## src/rtl/sysbus_pkg.sv

```systemverilog
// Shared types and constants for the Sysbus arbiter: FSM states, tag field
// encodings and the default burst length.
package sysbus_pkg;

  typedef enum logic [2:0] {
    S_IDLE  = 3'd0,
    S_ADDR  = 3'd1,
    S_WDATA = 3'd2,
    S_WAIT  = 3'd3,
    S_RESP  = 3'd4
  } sb_state_t;

  // The tag is {rw, space, id}, with rw in the MSB.
  localparam logic       READ   = 1'b0;
  localparam logic       WRITE  = 1'b1;
  localparam logic [3:0] MEMORY = 4'h0;
  localparam logic [3:0] MMIO   = 4'h1;

  localparam int SB_BEATS = 8;

  typedef struct packed {
    logic       rw;
    logic [3:0] space;
    logic [7:0] id;
  } sb_tag_t;

endpackage

```

## src/rtl/sysbus_arbiter_rr.sv

```systemverilog
// Round-robin requester pick: the lowest requesting index at or after i_ptr,
// wrapping past NREQ-1. Purely combinational.
module rr_arbiter #(
  parameter int NREQ  = 2,
  parameter int PTR_W = $clog2(NREQ)
) (
  input  logic [NREQ-1:0]  i_req,
  input  logic [PTR_W-1:0] i_ptr,
  output logic [NREQ-1:0]  o_grant,
  output logic [PTR_W-1:0] o_idx,
  output logic             o_any
);

  always_comb begin
    int w_cand;
    w_cand  = 0;
    o_grant = '0;
    o_idx   = '0;
    o_any   = 1'b0;
    for (int k = 0; k < NREQ; k++) begin
      w_cand = int'(i_ptr) + k;
      if (w_cand >= NREQ) w_cand = w_cand - NREQ;
      if (!o_any && i_req[PTR_W'(w_cand)]) begin
        o_any                   = 1'b1;
        o_grant[PTR_W'(w_cand)] = 1'b1;
        o_idx                   = PTR_W'(w_cand);
      end
    end
  end

endmodule

```

## src/rtl/sysbus_arbiter.sv

```systemverilog
// Shares one Sysbus master port between NREQ requesters: round-robin grant,
// one outstanding transaction, response beats routed back to the owner only.
module sysbus_arbiter
  import sysbus_pkg::*;
#(
  parameter int NREQ   = 2,
  parameter int DATA_W = 64,
  parameter int TAG_W  = 13,
  parameter int BEATS  = SB_BEATS
) (
  input  logic                    clk,
  input  logic                    reset,
  input  logic [NREQ-1:0]         r_reqcyc,
  input  logic [NREQ*DATA_W-1:0]  r_req,
  input  logic [NREQ*TAG_W-1:0]   r_reqtag,
  output logic [NREQ-1:0]         r_reqack,
  output logic [NREQ-1:0]         r_respcyc,
  output logic [DATA_W-1:0]       r_resp,
  output logic [TAG_W-1:0]        r_resptag,
  input  logic [NREQ-1:0]         r_respack,
  output logic                    reqcyc,
  output logic [DATA_W-1:0]       req,
  output logic [TAG_W-1:0]        reqtag,
  input  logic                    reqack,
  input  logic                    respcyc,
  input  logic [DATA_W-1:0]       resp,
  input  logic [TAG_W-1:0]        resptag,
  output logic                    respack,
  output logic                    busy
);

  localparam int PTR_W = $clog2(NREQ);
  localparam int CNT_W = $clog2(BEATS) + 1;
  localparam logic [CNT_W-1:0] LAST_BEAT = CNT_W'(BEATS - 1);

  sb_state_t         r_state;
  sb_state_t         w_state_next;
  logic [PTR_W-1:0]  r_owner;
  logic [PTR_W-1:0]  r_rr_ptr;
  logic [CNT_W-1:0]  r_beat_cnt;
  logic              w_beat_inc;
  logic              r_reqcyc_q;
  logic [DATA_W-1:0] r_req_addr;
  logic [TAG_W-1:0]  r_reqtag_q;

  logic [DATA_W-1:0] w_req_arr [NREQ];
  logic [TAG_W-1:0]  w_tag_arr [NREQ];
  logic [NREQ-1:0]   w_grant;
  logic [PTR_W-1:0]  w_grant_idx;
  logic              w_grant_any;
  logic              w_beat_ack;
  logic              w_resp_fwd;
  logic              w_is_write;

  rr_arbiter #(
    .NREQ  (NREQ),
    .PTR_W (PTR_W)
  ) u_rr (
    .i_req   (r_reqcyc),
    .i_ptr   (r_rr_ptr),
    .o_grant (w_grant),
    .o_idx   (w_grant_idx),
    .o_any   (w_grant_any)
  );

  assign w_beat_ack = reqack && ((r_state == S_ADDR) || (r_state == S_WDATA));
  assign w_resp_fwd = respcyc && (r_state == S_RESP);
  assign w_is_write = (r_reqtag_q[TAG_W-1] == WRITE);

  generate
    for (genvar gi = 0; gi < NREQ; gi++) begin : g_port
      assign w_req_arr[gi] = r_req[gi*DATA_W +: DATA_W];
      assign w_tag_arr[gi] = r_reqtag[gi*TAG_W +: TAG_W];
      assign r_reqack[gi]  = w_beat_ack && (r_owner == PTR_W'(gi));
      assign r_respcyc[gi] = w_resp_fwd && (r_owner == PTR_W'(gi));
    end
  endgenerate

  // Write data passes straight through: the requester only advances its beat
  // after r_reqack, so a registered copy would present stale data to Sysbus.
  assign reqcyc    = r_reqcyc_q;
  assign req       = (r_state == S_WDATA) ? w_req_arr[r_owner] : r_req_addr;
  assign reqtag    = r_reqtag_q;
  assign r_resp    = resp;
  assign r_resptag = resptag;
  assign respack   = w_resp_fwd && r_respack[r_owner];
  assign busy      = (r_state != S_IDLE);

  always_comb begin
    w_state_next = r_state;
    w_beat_inc   = 1'b0;
    case (r_state)
      S_IDLE: begin
        if (w_grant_any) w_state_next = S_ADDR;
      end
      S_ADDR: begin
        if (reqack) w_state_next = w_is_write ? S_WDATA : S_WAIT;
      end
      S_WDATA: begin
        if (reqack) begin
          if (r_beat_cnt == LAST_BEAT) w_state_next = S_IDLE;
          else                         w_beat_inc   = 1'b1;
        end
      end
      S_WAIT: begin
        if (respcyc) w_state_next = S_RESP;
      end
      S_RESP: begin
        if (respack) begin
          if (r_beat_cnt == LAST_BEAT) w_state_next = S_IDLE;
          else                         w_beat_inc   = 1'b1;
        end
      end
      default: w_state_next = S_IDLE;
    endcase
  end

  always_ff @(posedge clk) begin
    if (!reset) begin
      r_state    <= S_IDLE;
      r_owner    <= '0;
      r_rr_ptr   <= '0;
      r_beat_cnt <= '0;
      r_reqcyc_q <= 1'b0;
      r_req_addr <= '0;
      r_reqtag_q <= '0;
    end else begin
      r_state    <= w_state_next;
      r_reqcyc_q <= (w_state_next == S_ADDR) || (w_state_next == S_WDATA);
      if (w_state_next != r_state) r_beat_cnt <= '0;
      else if (w_beat_inc)         r_beat_cnt <= r_beat_cnt + 1'b1;
      if ((r_state == S_IDLE) && w_grant_any) begin
        r_owner    <= w_grant_idx;
        r_rr_ptr   <= (w_grant_idx == PTR_W'(NREQ - 1)) ? '0 : w_grant_idx + 1'b1;
        r_req_addr <= w_req_arr[w_grant_idx];
        r_reqtag_q <= w_tag_arr[w_grant_idx];
      end
    end
  end

`ifdef SYSBUS_ARB_ASSERT
  a_addr_hold: assert property (@(posedge clk) disable iff (!reset)
    (r_state == S_ADDR) |-> r_reqcyc[r_owner]);
  a_wdata_hold: assert property (@(posedge clk) disable iff (!reset)
    (r_state == S_WDATA) |-> r_reqcyc[r_owner]);
  a_no_spurious_resp: assert property (@(posedge clk) disable iff (!reset)
    respcyc |-> ((r_state == S_WAIT) || (r_state == S_RESP)));
  a_resp_tag: assert property (@(posedge clk) disable iff (!reset)
    w_resp_fwd |-> (resptag == r_reqtag_q));
`endif

endmodule
```

## config.mk

```make
export PLATFORM = sky130hd
export DESIGN_NAME = sysbus_arbiter
export DESIGN_NICKNAME = d
export VERILOG_FILES = /design/src/rtl/sysbus_pkg.sv /design/src/rtl/sysbus_arbiter_rr.sv /design/src/rtl/sysbus_arbiter.sv
export SDC_FILE = /design/constraint.sdc
export NUM_CORES = 1
export LEC_CHECK = 0
export ABC_AREA = 1
export CELL_PAD_IN_SITES_DETAIL_PLACEMENT = 0
export CELL_PAD_IN_SITES_GLOBAL_PLACEMENT = 2
export CORE_MARGIN = 2
export CORE_UTILIZATION = 15
export DETAILED_ROUTE_END_ITERATION = 16
export PLACE_DENSITY = 0.89
export SLEW_MARGIN = 20
export SYNTH_ARGS = -nofsm -noshare
export SYNTH_HDL_FRONTEND = slang
export SYNTH_SLANG_ARGS = --single-unit
export TNS_END_PERCENT = 30
```

## constraint.sdc

```tcl
create_clock -name clk -period 1.5 [get_ports clk]
set_input_delay 0.375 -clock clk [delete_from_list [all_inputs] [get_ports clk]]
set_output_delay 0.375 -clock clk [all_outputs]
set_load 0.02 [all_outputs]
```

==> metrics.md, run 1 <==
| Metric | Value |
|---|---|
| Status | finished with violations |
| Violated checks | negative setup slack |
| Placed cell area | 9898 µm² |
| TritonRoute pass-1 iters | 4 |
| Worst-Skew Late Latency | 360 ps |
| Final Cell Area | 10,640 µm² |
| Mapped Area | 5634 µm² |
| Yosys top cell area share | 0.3091 |
| M2 GR Usage | 0.2224 |
| Via count | 6,886 |
| Die Y | 197.8 µm |
| Largest net degree at the start of global routing | 40 |
| Reg clk slew, reported paths | 70 ps |
| Starting density of the core | 0.1532 |
| Die ar. | 39,130 µm² |
| Clk buf depth | 2 |
| Fin. Hold Viols | 0 |
| Finished Layout Cells | 1,618 |
| Final hold slack | 486.7 ps |
| Dpl ws | -744.2 ps |
| Max-slew violations | 0 |
| Area grow syn2layout | 88.85% |
| Synth top area cells | dfxtp_1 31%, nand2_1 22%, buf_4 10% |
| Hold_sp | reqtag[2] |
| Crit Path Class | reg2out |
| Area of the multi-input gates | 3935 µm² |
| Initial DRC count | between 200 and 250 |
| Area of the core | 36,790 µm² |
| Post-DR vias/cell | 4.256 |
| FF+latch area | 1749 µm² |
| DRC Markers | 0 |
| Filler Cell Count | 3,953 |
| GRT Total Usage | 0.1226 |
| CTS tree | yes |
| DP HPWL | 17,430 µm |
| Detail Route Antenna Nets | 0 |
| Reg-to-Reg End | r_req_addr[9] |
| Tcrit/Tclk final | 1.348 |
| Grt total ovfl | 0 |
| Slew @ Worst Pin | 258.4 ps |
| Final nets | about 1.4k |
| Synth Warn # | 0 |
| Clock Skew | 9.029 ps |
| Worst setup margin | -522.6 ps |
| Die X-Extent | between 150 and 200 µm |
| RSZ-0062 raised after global routing | true |
| Hold depth | 2 |
| Fmax | 494.4 MHz |
| Cell accounting for the most synthesized area | dfxtp_1 |
| Global routing usage on met1 | 0.1330 |
| Final Power | 9.096 mW |
| Ports | 400 |
| CTS sink cnt | 87 |
| Post-Route WL | 24,830 µm |
| PD cells | 854.9 nW/µm² |
| Setup-failing EPs final | around 150 |
| Worst Reg-to-Reg Cells | 8 |
| Worst Hold Path EP | reqtag[2] |
| Minimum clock period | 2023 ps |
| Crit path max fanout | 6 |
| DP Cell Count | 1,592 |
| Max rail drop VDD | about 560 µV |
| Worst EP arrival | about 1700 ps |
| Root Buffer | clkbuf_16 |
| Ant diodes | 0 |
| H-tree depth | 3 |
| Seq/Total Area, Yosys | 0.3091 |
| Yosys cell types | 26 |
| CTS Buf Count | 9 |
| Share of cells above drive strength 1 | 0.3052 |
| Setup TNS | -36,220 ps |
| CP startpoint kind | flip-flop |
| Synthesized area per cell | 6.388 µm² |
| R2R setup slack | -130 ps |
| Final GP Congestion | 0.7490 |
| CP Capture Type | output pin |
| Standard-cell row count | 70 |
| Initial antenna violation count | 0 |
| First-pass GRT wire length | between 30,000 and 40,000 µm |
| WP data required | 1120 ps |
| FF+latch count, synth | 87 |
| Worst R2R Start | r_state[0] |
| WL/cell | 15.34 µm |
| PortBufs | 244 |
| Hold_buf cts | 0 |
| Hold Path Class | reg2reg |
| Number of global-route vias before repair | 6,843 |
| Max transition margin | 0.8277 |
| GR peak layer | met2 |
| Syn Inst Count | 882 |
| Met3 Track Usage GR | 0.03918 |
| MaxCap Viol Count | 0 |
| Final core utilization | 0.2893 |
| Total nets after synthesis | 1,122 |
| Leakage Power | 4.154 nW |
[registers in the layout (all words and copies together) (netlist names)]
name,cells
r_req_addr,64
reqtag,13
r_beat_cnt,4
r_state,3
r_owner,1
r_rr_ptr,1
reqcyc,1
[cell usage in the layout, fill, tap and decap left out, drive strengths merged]
cell type	Yosys	routed
a211oi	1	1
a21oi	2	2
a31oi	79	79
buf	119	216
bufinv	0	2
clkbuf	20	13
clkdlybuf4s50	0	160
clkinv	0	2
clkinvlp	0	2
dfxtp	87	87
dlygate4sd2	0	13
ha	1	1
inv	19	18
nand2	326	326
nand3	10	10
nand3b	1	1
nand4	1	1
nor2	145	145
o21ai	3	3
o21bai	1	1
o22ai	1	1
o31ai	64	64
xnor2	1	1
xor2	1	1
[synth_stat cells]
master	count
nand3_2	1
buf_4	77
dfxtp_1	87
o21ai_1	1
clkbuf_1	20
buf_1	2
o22ai_2	1
buf_6	7
nand4_1	1
xor2_1	1
nor2_1	142
o21ai_0	2
a211oi_1	1
inv_1	17
xnor2_1	1
a21oi_1	2
buf_2	33
a31oi_1	79
nand2_1	326
o21bai_1	1
o31ai_1	64
nand3b_1	1
ha_1	1
nand3_1	9
inv_2	2
nor2_4	3
[routing by layer]
| layer | vias to the layer above | routed length, µm |
|---|---|---|
| met5 | - | 0 |
| met4 | 0 | 610 |
| met3 | 44 | 1682 |
| met2 | 229 | 12510 |
| met1 | 3256 | 10020 |
| li1 | 3357 | - |
[how the worst max path moves through the flow]
stage / startpoint / end / slack [ps] / depth (start not counted)
after CTS: r_state[0] / req[31] / -650 / 7
after floorplan: r_owner / req[6] / -50 / 3
after detailed placement: r_req[20] / req[20] / -740 / 4
after global placement: r_req[23] / req[23] / -740 / 4
final: r_owner / req[25] / -520 / 7
after global routing: r_state[2] / req[1] / -590 / 6
[power breakdown]
| part | internal, mW | total (mW) | switching [mW] |
|---|---|---|---|
| logic | 1.87 | 3.83 | 1.97 |
| registers | 2.53 | 2.65 | 0.120 |
| clock network | 1.55 | 2.61 | 1.06 |
[area by class of cell]
class	instances	area share
Clock buffer	11	0.02375
Clock inverter	5	0.007526
Inverter	19	0.007879
Multi-Input combinational cell	637	0.3698
Sequential cell	87	0.1644
Tap cell	468	0.05503
Timing Repair Buffer	391	0.3716
[critical path, cell delays in order, from the launching register on]
cell	delay [ps]
dfxtp_4	380
clkinv_8	90
buf_12	100
buf_12	130
buf_12	140
nor2_4	40
o31ai_4	240
buf_6	150
[cells by family (layout without fill, tap and decap cells)]
| family | count (synthesis) | in the layout | share of synthesized area |
|---|---|---|---|
| DFF | 87 | 87 | 0.3091 |
| and+or+nand+nor | 483 | 483 | 0.3300 |
| AOI/OAI and AO/OA | 151 | 151 | 0.1823 |
| xor gates and xnor gates | 2 | 2 | 0.003110 |
| buffers and inverters | 158 | 426 | 0.1732 |
| adders and majority gates | 1 | 1 | 0.002220 |
[timing repair]
action | CTS | global route
resized for setup | 345 | 129
pin swaps | 3 | 42
cloned | 2 | 2
buffers inserted | 1 | 5
setup endpoints to repair | 168 | 156
Power figures use the tool's default switching activity.
==> run 2: changes to the inputs <==
CAP_MARGIN = 40   (was unset)
==> results of run 2 <==
Final layout, timing and power as in run 1 (identical DEF).
==> run 3: changes to the inputs <==
CORE_ASPECT_RATIO = 1.4   (was unset)
==> metrics.md, run 3 (synthesis results as in run 1) <==
| Metric | Value |
|---|---|
| WL/cell | around 16 µm |
| Combinational group share of total power | 0.429 |
| Most frequent cells in the layout | 319 x nand2_1, 159 x clkdlybuf4s50_1, 119 x nor2_1, 83 x dfxtp_1, 79 x a31oi_1 |
| Final core utilization | 0.2689 |
| Top delay family on crit path | buffers and inverters |
| Crit path buf inv count | 4 |
| Critical Path Slowest Stage Cell | dfxtp_2 |
| Largest net degree at the start of global routing | 35 |
| Worst R2R Start | r_state[1] |
| Max reg flops | 64 |
| Final nets | 1,318 |
| CTS Buf Count | 9 |
| Root Buffer | clkbuf_16 |
| Starting density of the core | 0.1510 |
| Status | finished with violations |
| DRC Markers | 0 |
| Worst path cell trace | inv_4 > nand3_4 > buf_12 > buf_4 > o31ai_4 > buf_6 |
| MaxCap Viol Count | 0 |
| Final GP Congestion | approximately 0.76 |
| CTS sink cnt | 87 |
| Worst EP arrival | between 1500 and 2000 ps |
| Reg with most FFs | r_req_addr |
| Die ar. | 39,150 µm² |
| DP HPWL | 18,370 µm |
| Grt total ovfl | 0 |
| Worst Reg-to-Reg Cells | 8 |
| Worst-Skew Late Latency | 370 ps |
| Crit Path Class | reg2out |
| Commonest non-fill, non-tap cell in the layout | nand2_1 |
| Violated checks | negative setup slack |
| Fmax | 497.3 MHz |
| Share of cells above drive strength 1 | 0.2551 |
| GRT Total Usage | 0.1267 |
| Internal power | 5.426 mW |
| H-tree depth | 3 |
| WP data required | 1120 ps |
| CTS tree | yes |
| Max-slew violations | 0 |
| Detail Route Antenna Nets | 0 |
| Via count | 6,675 |
| Initial antenna violation count | 0 |
| Finished Layout Cells | between 1.5k and 2k |
| CP Depth | 6 |
| Dpl ws | -939.5 ps |
| First-pass GRT wire length | 37,850 µm |
| Hold_buf cts | 0 |
| Hold_sp | r_req_addr[15] |
| Standard-cell row count | 84 |
| DP Cell Count | 1,533 |
| Part of the power in the clock network | 0.260 |
| Clk buf depth | 2 |
| Max transition margin | 0.7211 |
| Worst setup margin | -510.9 ps |
| TritonRoute pass-1 iters | 4 |
| Crit path max fanout | 12 |
| Leakage Power | 3.800 nW |
| Setup TNS | -38,000 ps |
| Crit-path max cell delay | 340 ps |
| CP startpoint kind | flip-flop |
| Ports | 400 |
| Clock Skew | 12.12 ps |
| PD cells | between 800 and 900 nW/µm² |
| Post-DR vias/cell | approximately 4.3 |
| Hold depth | 2 |
| PortBufs | ~240 |
| Slew @ Worst Pin | 418.4 ps |
| Hold Path Class | reg2reg |
| Area grow syn2layout | 78.08% |
| Initial DRC count | roughly 310 |
| Reg clk slew, reported paths | 70 ps |
| Max rail drop VDD | approximately 390 µV |
| RSZ-0062 raised after global routing | true |
| Setup-failing EPs final | ~150 |
| Die X-Extent | 167.8 µm |
| Net Sw Frac | 0.3643 |
| Seq pwr share | 0.310 |
| Crit path launch | r_state[2] |
| Number of global-route vias before repair | 6,691 |
| CP Capture Type | output pin |
| Die Y | roughly 230 µm |
| Ant diodes | 0 |
| Tcrit/Tclk final | 1.341 |
| Fin. Hold Viols | 0 |
| Post-Route WL | 25,020 µm |
| Minimum clock period | 2011 ps |
| Area of the core | 37,310 µm² |
| Switch Pwr | 3.110 mW |
## run 3: cell count changes in the layout (fill, tap and decap cells not counted), sizes merged
| cell | before | now |
|---|---|---|
| clkdlybuf4s50 | 160 | 159 |
| buf | 216 | 150 |
| clkbuf | 13 | 12 |
| bufinv | 2 | 0 |
| dlymetal6s2s | 0 | 1 |
| clkdlybuf4s15 | 0 | 1 |
## run 3: final cells by class
| cell class | count | area (µm²) |
|---|---|---|
| clock inverter | 3 | 20.02 |
| sequential | 87 | 1752 |
| multi-input combinational | 637 | 3886 |
| tap | 473 | 591.8 |
| fill | 4045 | 27280 |
| inverter | 19 | 82.58 |
| timing repair buffer | 324 | 3455 |
| clock buffer | 12 | 246.5 |
## run 3: through the flow
step                area (µm²)  power, mW  hold slack, ps
floorplan                 6574      4.862           465.7
global placement          9420      6.176           474.2
detailed placement        9420      6.193           476.8
CTS                       9936      8.688           488.5
global route             10030      9.033           505.6
finish                   10030      8.535           488.2
## run 3: worst reg2reg max path, stage by stage (launching register included)
cell and delay, ps:
dfxtp_4 370, buf_4 140, nor2_4 90, buf_6 110, nand3_4 110, nor2_4 250, buf_12 230, nand2_1 100
a31oi_1 150
## run 3: worst paths after layout
check | to | slack, ps
min | r_req_addr[15] | 490
max reg2reg | r_req_addr[32] | -130
min reg2reg | r_req_addr[15] | 490
max | req[45] | -510
## run 3: timing repair
action / in CTS / in global routing
pin swaps: 4 / 26
cloned: 2 / 0
buffers inserted: 6 / 0
gates resized for setup: 457 / 29
endpoints found under the setup margin: 166 / 154
## run 3: per-layer routing
metal | wire, µm | vias up | part of all wire | GRT usage
met3 | 1329 | 80 | 0.053 | 0.02304
li1 | - | 3221 | - | -
met1 | 8919 | 3163 | 0.36 | 0.1252
met5 | 0 | - | 0 | 0
met4 | 1179 | 0 | 0.047 | 0.07500
met2 | 13590 | 211 | 0.54 | 0.2448
## run 3: power groups by stage
stage,clock network (mW),logic [mW],registers (mW)
3_3_place_gp,0,3.49,2.69
3_5_place_dp,0,3.50,2.69
4_1_cts,2.36,3.68,2.65
5_1_grt,2.43,3.93,2.67
6_report,2.22,3.66,2.65
2_1_floorplan,0,2.14,2.72
